**config.mk**
```make
export PLATFORM = sky130hd
export DESIGN_NAME = non_restoring_division_result_stage
export DESIGN_NICKNAME = d
export VERILOG_FILES = /design/src/rtl/div_pkg.sv /design/src/rtl/result_fifo.sv /design/src/rtl/non_restoring_division_result_stage.sv
export SDC_FILE = /design/constraint.sdc
export NUM_CORES = 1
export LEC_CHECK = 0
export CORE_MARGIN = 2
export CORE_UTILIZATION = 63
export DETAILED_ROUTE_END_ITERATION = 10
export DONT_BUFFER_PORTS = 1
export PLACE_DENSITY = 0.79
export SLEW_MARGIN = 5
export SYNTH_ARGS = -nofsm -noshare
export SYNTH_HDL_FRONTEND = slang
export SYNTH_SLANG_ARGS = --single-unit
```
**constraint.sdc**
```tcl
create_clock -name clk -period 2.8 [get_ports clk]
set_clock_uncertainty 0.2 [all_clocks]
set_input_delay 0.56 -clock clk [delete_from_list [all_inputs] [get_ports clk]]
set_output_delay 0.56 -clock clk [all_outputs]
set_load 0.02 [all_outputs]
```
**src/rtl/div_pkg.sv**
```systemverilog
// Shared definitions for the non-restoring divider result stage.
// Optional feature macro: DIV_ZERO_DETECT_EN (adds the div_zero flag to result entries).
package div_pkg;

    // Default operand width of the divider datapath
    localparam int DIV_WIDTH = 16;

    // Result stage control states
    typedef enum logic [1:0] {
        ST_IDLE = 2'd0,
        ST_FIX  = 2'd1,
        ST_PUSH = 2'd2
    } state_t;

    // One finished division result as seen by the consumer
    typedef struct packed {
        logic [DIV_WIDTH-1:0] quotient;
        logic [DIV_WIDTH-1:0] remainder;
`ifdef DIV_ZERO_DETECT_EN
        logic                 div_zero;
`endif
    } result_t;

endpackage

```
**src/rtl/result_fifo.sv**
```systemverilog
// Small synchronous FIFO holding finished division results.
// DEPTH must be a power of two so the pointers wrap naturally.
module result_fifo #(
    parameter int DW    = 32,
    parameter int DEPTH = 2
) (
    input  logic                     clk,
    input  logic                     i_rst_n,
    input  logic                     i_wr_en,
    input  logic [DW-1:0]            i_wr_data,
    input  logic                     i_rd_en,
    output logic [DW-1:0]            o_rd_data,
    output logic [$clog2(DEPTH):0]   o_count,
    output logic                     o_full,
    output logic                     o_empty
);

    localparam int AW = $clog2(DEPTH);
    localparam int CW = AW + 1;

    logic [DW-1:0] r_mem [DEPTH];
    logic [AW-1:0] r_wptr;
    logic [AW-1:0] r_rptr;
    logic [CW-1:0] r_count;
    logic          w_wr;
    logic          w_rd;

    // Writes into a full FIFO and reads from an empty one are ignored
    assign w_wr = i_wr_en && !o_full;
    assign w_rd = i_rd_en && !o_empty;

    assign o_full    = (r_count == CW'(DEPTH));
    assign o_empty   = (r_count == '0);
    assign o_count   = r_count;
    assign o_rd_data = r_mem[r_rptr];

    // Storage and pointers; entries are cleared on reset so the head reads zero
    always_ff @(posedge clk or negedge i_rst_n) begin
        if (!i_rst_n) begin
            for (int i = 0; i < DEPTH; i++) begin
                r_mem[i] <= '0;
            end
            r_wptr <= '0;
            r_rptr <= '0;
        end else begin
            if (w_wr) begin
                r_mem[r_wptr] <= i_wr_data;
                r_wptr        <= r_wptr + 1'b1;
            end
            if (w_rd) begin
                r_rptr <= r_rptr + 1'b1;
            end
        end
    end

    // Occupancy; a simultaneous read and write leaves it unchanged
    always_ff @(posedge clk or negedge i_rst_n) begin
        if (!i_rst_n) begin
            r_count <= '0;
        end else begin
            case ({w_wr, w_rd})
                2'b10:   r_count <= r_count + 1'b1;
                2'b01:   r_count <= r_count - 1'b1;
                default: r_count <= r_count;
            endcase
        end
    end

endmodule

```
**src/rtl/non_restoring_division_result_stage.sv**
```systemverilog
// Result stage of the non-restoring divider: captures the raw quotient and
// signed remainder, adds the divisor back when the remainder is negative,
// and buffers finished results for a valid/ready consumer.
// Optional feature macro: DIV_ZERO_DETECT_EN (zero-divisor flagging).
module non_restoring_division_result_stage
    import div_pkg::*;
#(
    parameter int WIDTH = DIV_WIDTH,
    parameter int DEPTH = 2
) (
    input  logic             clk,
    input  logic             rst,
    input  logic             in_valid,
    output logic             in_ready,
    input  logic [WIDTH-1:0] in_quotient,
    input  logic [WIDTH:0]   in_remainder,
    input  logic [WIDTH-1:0] in_divisor,
    output logic             out_valid,
    input  logic             out_ready,
    output logic [WIDTH-1:0] out_quotient,
    output logic [WIDTH-1:0] out_remainder,
`ifdef DIV_ZERO_DETECT_EN
    output logic             out_div_zero,
`endif
    output logic             busy
);

`ifdef DIV_ZERO_DETECT_EN
    localparam int DZ_W = 1;
`else
    localparam int DZ_W = 0;
`endif
    localparam int ENTRY_W = 2 * WIDTH + DZ_W;
    localparam int CW      = $clog2(DEPTH) + 1;

    state_t             r_state;
    logic               r_busy;
    logic [WIDTH-1:0]   r_quot;
    logic [WIDTH:0]     r_rem;
    logic [WIDTH-1:0]   r_div;
`ifdef DIV_ZERO_DETECT_EN
    logic               r_dz;
`endif

    logic               w_push;
    logic               w_pop;
    logic [ENTRY_W-1:0] w_wr_data;
    logic [ENTRY_W-1:0] w_rd_data;
    logic [CW-1:0]      w_count;
    logic               w_full;
    logic               w_empty;
    logic [WIDTH-1:0]   w_push_quot;

    // Accept only from IDLE and only while a FIFO slot is guaranteed free
    assign in_ready = (r_state == ST_IDLE) && (w_count < CW'(DEPTH));
    assign busy     = r_busy;

    // PUSH never finds the FIFO full in legal use; holding there is just a safe fallback
    assign w_push = (r_state == ST_PUSH) && !w_full;
    assign w_pop  = out_valid && out_ready;

`ifdef DIV_ZERO_DETECT_EN
    assign w_push_quot = r_dz ? '1 : r_quot;
    assign w_wr_data   = {w_push_quot, r_rem[WIDTH-1:0], r_dz};
    assign out_div_zero = w_rd_data[0];
`else
    assign w_push_quot = r_quot;
    assign w_wr_data   = {w_push_quot, r_rem[WIDTH-1:0]};
`endif

    // Head of the FIFO drives the consumer side directly from registers
    assign out_valid     = !w_empty;
    assign out_quotient  = w_rd_data[ENTRY_W-1 -: WIDTH];
    assign out_remainder = w_rd_data[DZ_W +: WIDTH];

    // Capture / restore / push sequencing with registered busy flag
    always_ff @(posedge clk or negedge rst) begin
        if (!rst) begin
            r_state <= ST_IDLE;
            r_busy  <= 1'b0;
            r_quot  <= '0;
            r_rem   <= '0;
            r_div   <= '0;
`ifdef DIV_ZERO_DETECT_EN
            r_dz    <= 1'b0;
`endif
        end else begin
            case (r_state)
                ST_IDLE: begin
                    if (in_valid && in_ready) begin
                        r_quot <= in_quotient;
                        r_rem  <= in_remainder;
                        r_div  <= in_divisor;
                        r_busy <= 1'b1;
`ifdef DIV_ZERO_DETECT_EN
                        // A zero divisor has nothing meaningful to add back
                        r_dz    <= (in_divisor == '0);
                        r_state <= (in_divisor != '0 && in_remainder[WIDTH]) ? ST_FIX : ST_PUSH;
`else
                        r_state <= in_remainder[WIDTH] ? ST_FIX : ST_PUSH;
`endif
                    end
                end
                ST_FIX: begin
                    // Wraps modulo 2^(WIDTH+1); legal inputs always land non-negative
                    r_rem   <= r_rem + {1'b0, r_div};
                    r_state <= ST_PUSH;
                end
                ST_PUSH: begin
                    if (!w_full) begin
                        r_state <= ST_IDLE;
                        r_busy  <= 1'b0;
                    end
                end
                default: begin
                    r_state <= ST_IDLE;
                    r_busy  <= 1'b0;
                end
            endcase
        end
    end

    result_fifo #(
        .DW    (ENTRY_W),
        .DEPTH (DEPTH)
    ) u_fifo (
        .clk       (clk),
        .i_rst_n   (rst),
        .i_wr_en   (w_push),
        .i_wr_data (w_wr_data),
        .i_rd_en   (w_pop),
        .o_rd_data (w_rd_data),
        .o_count   (w_count),
        .o_full    (w_full),
        .o_empty   (w_empty)
    );

endmodule

```
==> results.txt <==
The cell area after synthesis is 5700 sq um, and the weighted congestion at the end of routability-driven global placement is 0.825. 88 I/O pins were placed. Wires add up to 11700 um. Synthesis produced a netlist with a net count of 497. The maximum root-to-sink buffer count came out at 2.

By area the synthesized netlist is led by sky130_fd_sc_hd__dfrtp_1 (52%), sky130_fd_sc_hd__mux2_2 (24%), sky130_fd_sc_hd__ha_1 (3.5%). The initial antenna violation count is 0, and the post-layout net count is 539. The cell at the root of the clock tree was sky130_fd_sc_hd__clkbuf_8. Synthesis instantiated 53 different standard cells from the library.

STA classifies the critical path endpoint as a flip-flop. The checks that failed: negative hold slack. The total negative slack for setup checks came out at 0 ps. For the remaining antenna violation count, the log shows 0. Using the TritonRoute via totals, the vias-per-cell ratio works out to 6.09. The least setup slack across all paths after layout was 188 ps; the maximum frequency from static timing analysis was 383 MHz.

The first global-routing pass estimated 19200 um of wire. For the post-synthesis cell count, the log shows 427. The final cell utilization of the core was 0.761.

The worst-case IR drop observed on VDD is 0.821 mV. The number of failing hold endpoints at the final stage came out at 119. TritonCTS built the clock tree. Yosys instantiated no cell more often than sky130_fd_sc_hd__mux2_2. The max-capacitance violation count is 0, and the clock buffer count from CTS is 17. The worst setup path is of the reg2reg kind.

The post-route worst hold slack is -458 ps. In this run the worst hold path is classified as in2async. The count of final max-slew check failures is 0, and the post-synthesis sequential element count is 119. The number of flops mapped to enable cells by yosys came out at 0.

Ranked by instance count, the synthesized netlist is headed by sky130_fd_sc_hd__mux2_2 (122), sky130_fd_sc_hd__dfrtp_1 (119), sky130_fd_sc_hd__nand2_1 (18). The die is 99.1 um tall. Averaged over all synthesized cells, the footprint is 13.4 sq um. The via count of the first global-routing pass was 3838; the count of synthesis-stage warnings from yosys was 0.

The relative slew slack was 0.508; the die outline area was 9830 sq um. For the worst-skew pair, the clock arrives at the later sink with an insertion delay of 510 ps. The number of input and output port buffers inserted was 0; the standard-cell row count was 34. Timing analysis after detailed placement gives a worst setup slack of 112 ps. Entering global routing, the biggest net connects 120 pins. Critical path data required time: 2990 ps.

Cell type with the largest total area after synthesis: sky130_fd_sc_hd__dfrtp_1. The maximum fanout along the worst path is 4. The core region area was 8760 sq um.

The H-tree depth reported by CTS is 4, and the part of the Yosys area used for sequential elements is 0.522. The share of Yosys cell area claimed by the top area cell type came out at 0.522. Among all flip-flop cells after synthesis, the most frequent one is sky130_fd_sc_hd__dfrtp_1. Buffers inserted to repair hold after CTS numbered 33. The flow ran to the end, but the final reports show violations.

In this run, the number of DRC markers left after iteration 0 of detailed routing was 131. The number of vias in the routed layout was 3576. The logs give 0 for the global-route congestion overflow total and 119 for the number of clock sinks seen by CTS. After detailed routing, the number of remaining DRC violations is 0. The overall track demand over capacity in global routing came out at 0.254. The final clock period utilization by the worst path is 0.933, and the fraction of registers with async set/reset is 1.00. The power per cell area works out to 1470 nW/um^2. Setup repair after global routing left no endpoint under its margin.

The static leakage is 2.84 nW, and the HPWL after detailed placement is 7600 um. Before antenna repair, the detailed router went through 4 iterations. 0 antenna diodes ended up in the layout. The area growth from synthesis to layout is 17.0%. The effective utilization at floorplan is 0.651, and the critical path data arrival time is 2800 ps.

The worst path in the final design needs a cycle of 2610 ps, including I/O delays and setup. Dividing the detail-routed wire length by the instance count gives 20.0 um. Clock-pin slew was measured on the worst setup and hold paths at 60 ps. The die span in x came out at 99.1 um. The share of final-layout standard cells stronger than drive strength 1 came out at 0.363. At the pin with the least slew margin, the transition time is 732 ps. The kind of start point of the critical path was a flip-flop.

Setup violations remaining at the end of the flow were counted as 0.
[layout by cell type, fill, tap and decap left out, types with 2 or more instances in the layout]
cell	count
sky130_fd_sc_hd__xor2_1	7
sky130_fd_sc_hd__nand4_1	4
sky130_fd_sc_hd__inv_1	3
sky130_fd_sc_hd__nor3_1	2
sky130_fd_sc_hd__a31oi_1	2
sky130_fd_sc_hd__o21ai_0	5
sky130_fd_sc_hd__a21o_1	4
sky130_fd_sc_hd__nand3b_1	2
sky130_fd_sc_hd__o21ai_1	14
sky130_fd_sc_hd__xnor2_1	9
sky130_fd_sc_hd__clkbuf_16	16
sky130_fd_sc_hd__ha_1	16
sky130_fd_sc_hd__clkbuf_8	2
sky130_fd_sc_hd__buf_4	9
sky130_fd_sc_hd__mux2i_1	9
sky130_fd_sc_hd__nor2_1	7
sky130_fd_sc_hd__a22oi_1	5
sky130_fd_sc_hd__inv_2	2
sky130_fd_sc_hd__nand3_1	2
sky130_fd_sc_hd__nand2b_1	2
sky130_fd_sc_hd__o22ai_1	4
sky130_fd_sc_hd__dfrtp_1	119
sky130_fd_sc_hd__mux2_2	122
sky130_fd_sc_hd__bufinv_16	2
sky130_fd_sc_hd__nor2_4	3
sky130_fd_sc_hd__a21oi_1	12
sky130_fd_sc_hd__mux2_1	6
sky130_fd_sc_hd__and2_1	3
sky130_fd_sc_hd__o21a_1	3
sky130_fd_sc_hd__clkinvlp_4	3
sky130_fd_sc_hd__nand2_1	18
sky130_fd_sc_hd__clkinv_2	5
sky130_fd_sc_hd__dlygate4sd3_1	33
[kinds of logic after synthesis]
family,Yosys count,synth area share
multiplexers,137,0.269
flip-flops,119,0.522
adder cells (fa/ha/maj),17,0.0386
AO/OA/AOI/OAI,62,0.0733
buffers and inverters,24,0.0226
AND/OR/NAND/NOR,52,0.0502
XOR/XNOR,16,0.0246
[layer usage]
| metal | GRT usage | vias up | share of wire |
|---|---|---|---|
| li1 | - | 1646 | - |
| met1 | 0.312 | 1810 | 0.42 |
| met2 | 0.438 | 100 | 0.52 |
| met3 | 0.0639 | 20 | 0.051 |
| met4 | 0.0885 | 0 | 0.016 |
| met5 | 0 | - | 0 |
[final timing paths]
| path | startpoint | endpoint | slack (ps) | cells after the start |
|---|---|---|---|---|
| min in group clk | in_quotient[14] | r_quot[14] | 20 | 1 |
| max in group asynchronous | rst | u_fifo.r_mem[8] | 2720 | 0 |
| min | rst | u_fifo.r_mem[28] | -460 | 0 |
| max reg2reg | r_rem[0] | r_rem[14] | 190 | 8 |
| max | r_rem[0] | r_rem[14] | 190 | 8 |
| min reg2reg | u_fifo.r_mem[38] | u_fifo.r_mem[38] | 290 | 1 |
[sequential cells by signal, summed over array words and instances, names as in the netlist]
signal / count
r_quot: 16
r_div: 16
u_fifo.r_wptr: 1
r_state: 2
r_rem: 16
u_fifo.o_count: 2
u_fifo.r_mem: 64
u_fifo.r_rptr: 1
busy: 1
[metrics by stage]
stage                     power [mW]  cells  instance area (sq um)
final                           9.82    587                   6670
after global routing            10.4    587                   6670
after CTS                       9.86    587                   6670
after detailed placement        7.75    525                   5800
after global placement          7.54    525                   5800
after floorplan                 6.92    427                   5700
[critical path, stage by stage (launching register included)]
cell	delay (ps)
sky130_fd_sc_hd__dfrtp_1	400
sky130_fd_sc_hd__ha_1	250
sky130_fd_sc_hd__fa_2	380
sky130_fd_sc_hd__a21o_1	240
sky130_fd_sc_hd__a311oi_2	350
sky130_fd_sc_hd__nor2_2	120
sky130_fd_sc_hd__a221oi_2	290
sky130_fd_sc_hd__nor4b_1	90
sky130_fd_sc_hd__nand3b_1	180
[where the power goes]
part | internal [mW] | switching, mW | leakage [nW] | total (mW)
logic | 2.16 | 2.46 | 1.17 | 4.62
registers | 2.62 | 0.609 | 1.41 | 3.23
clock network | 1.26 | 0.717 | 0.261 | 1.98
total | 6.04 | 3.78 | 2.84 | 9.82
[layout make-up]
cell class / count / area (sq um)
inverters: 5 / 18.8
repair buffers: 42 / 398
well taps: 108 / 135
fillers: 543 / 2090
multi-input cells: 284 / 2600
flip-flops and latches: 119 / 2980
clock buffers: 19 / 432
clock inverters: 10 / 108
[timing repair]
item / CTS / global route
setup buffers: 0 / 0
setup endpoints to repair: 0 / 1
gates resized for setup: 0 / 1
hold endpoints to repair: 152 / 119
Power figures use the tool's default switching activity.
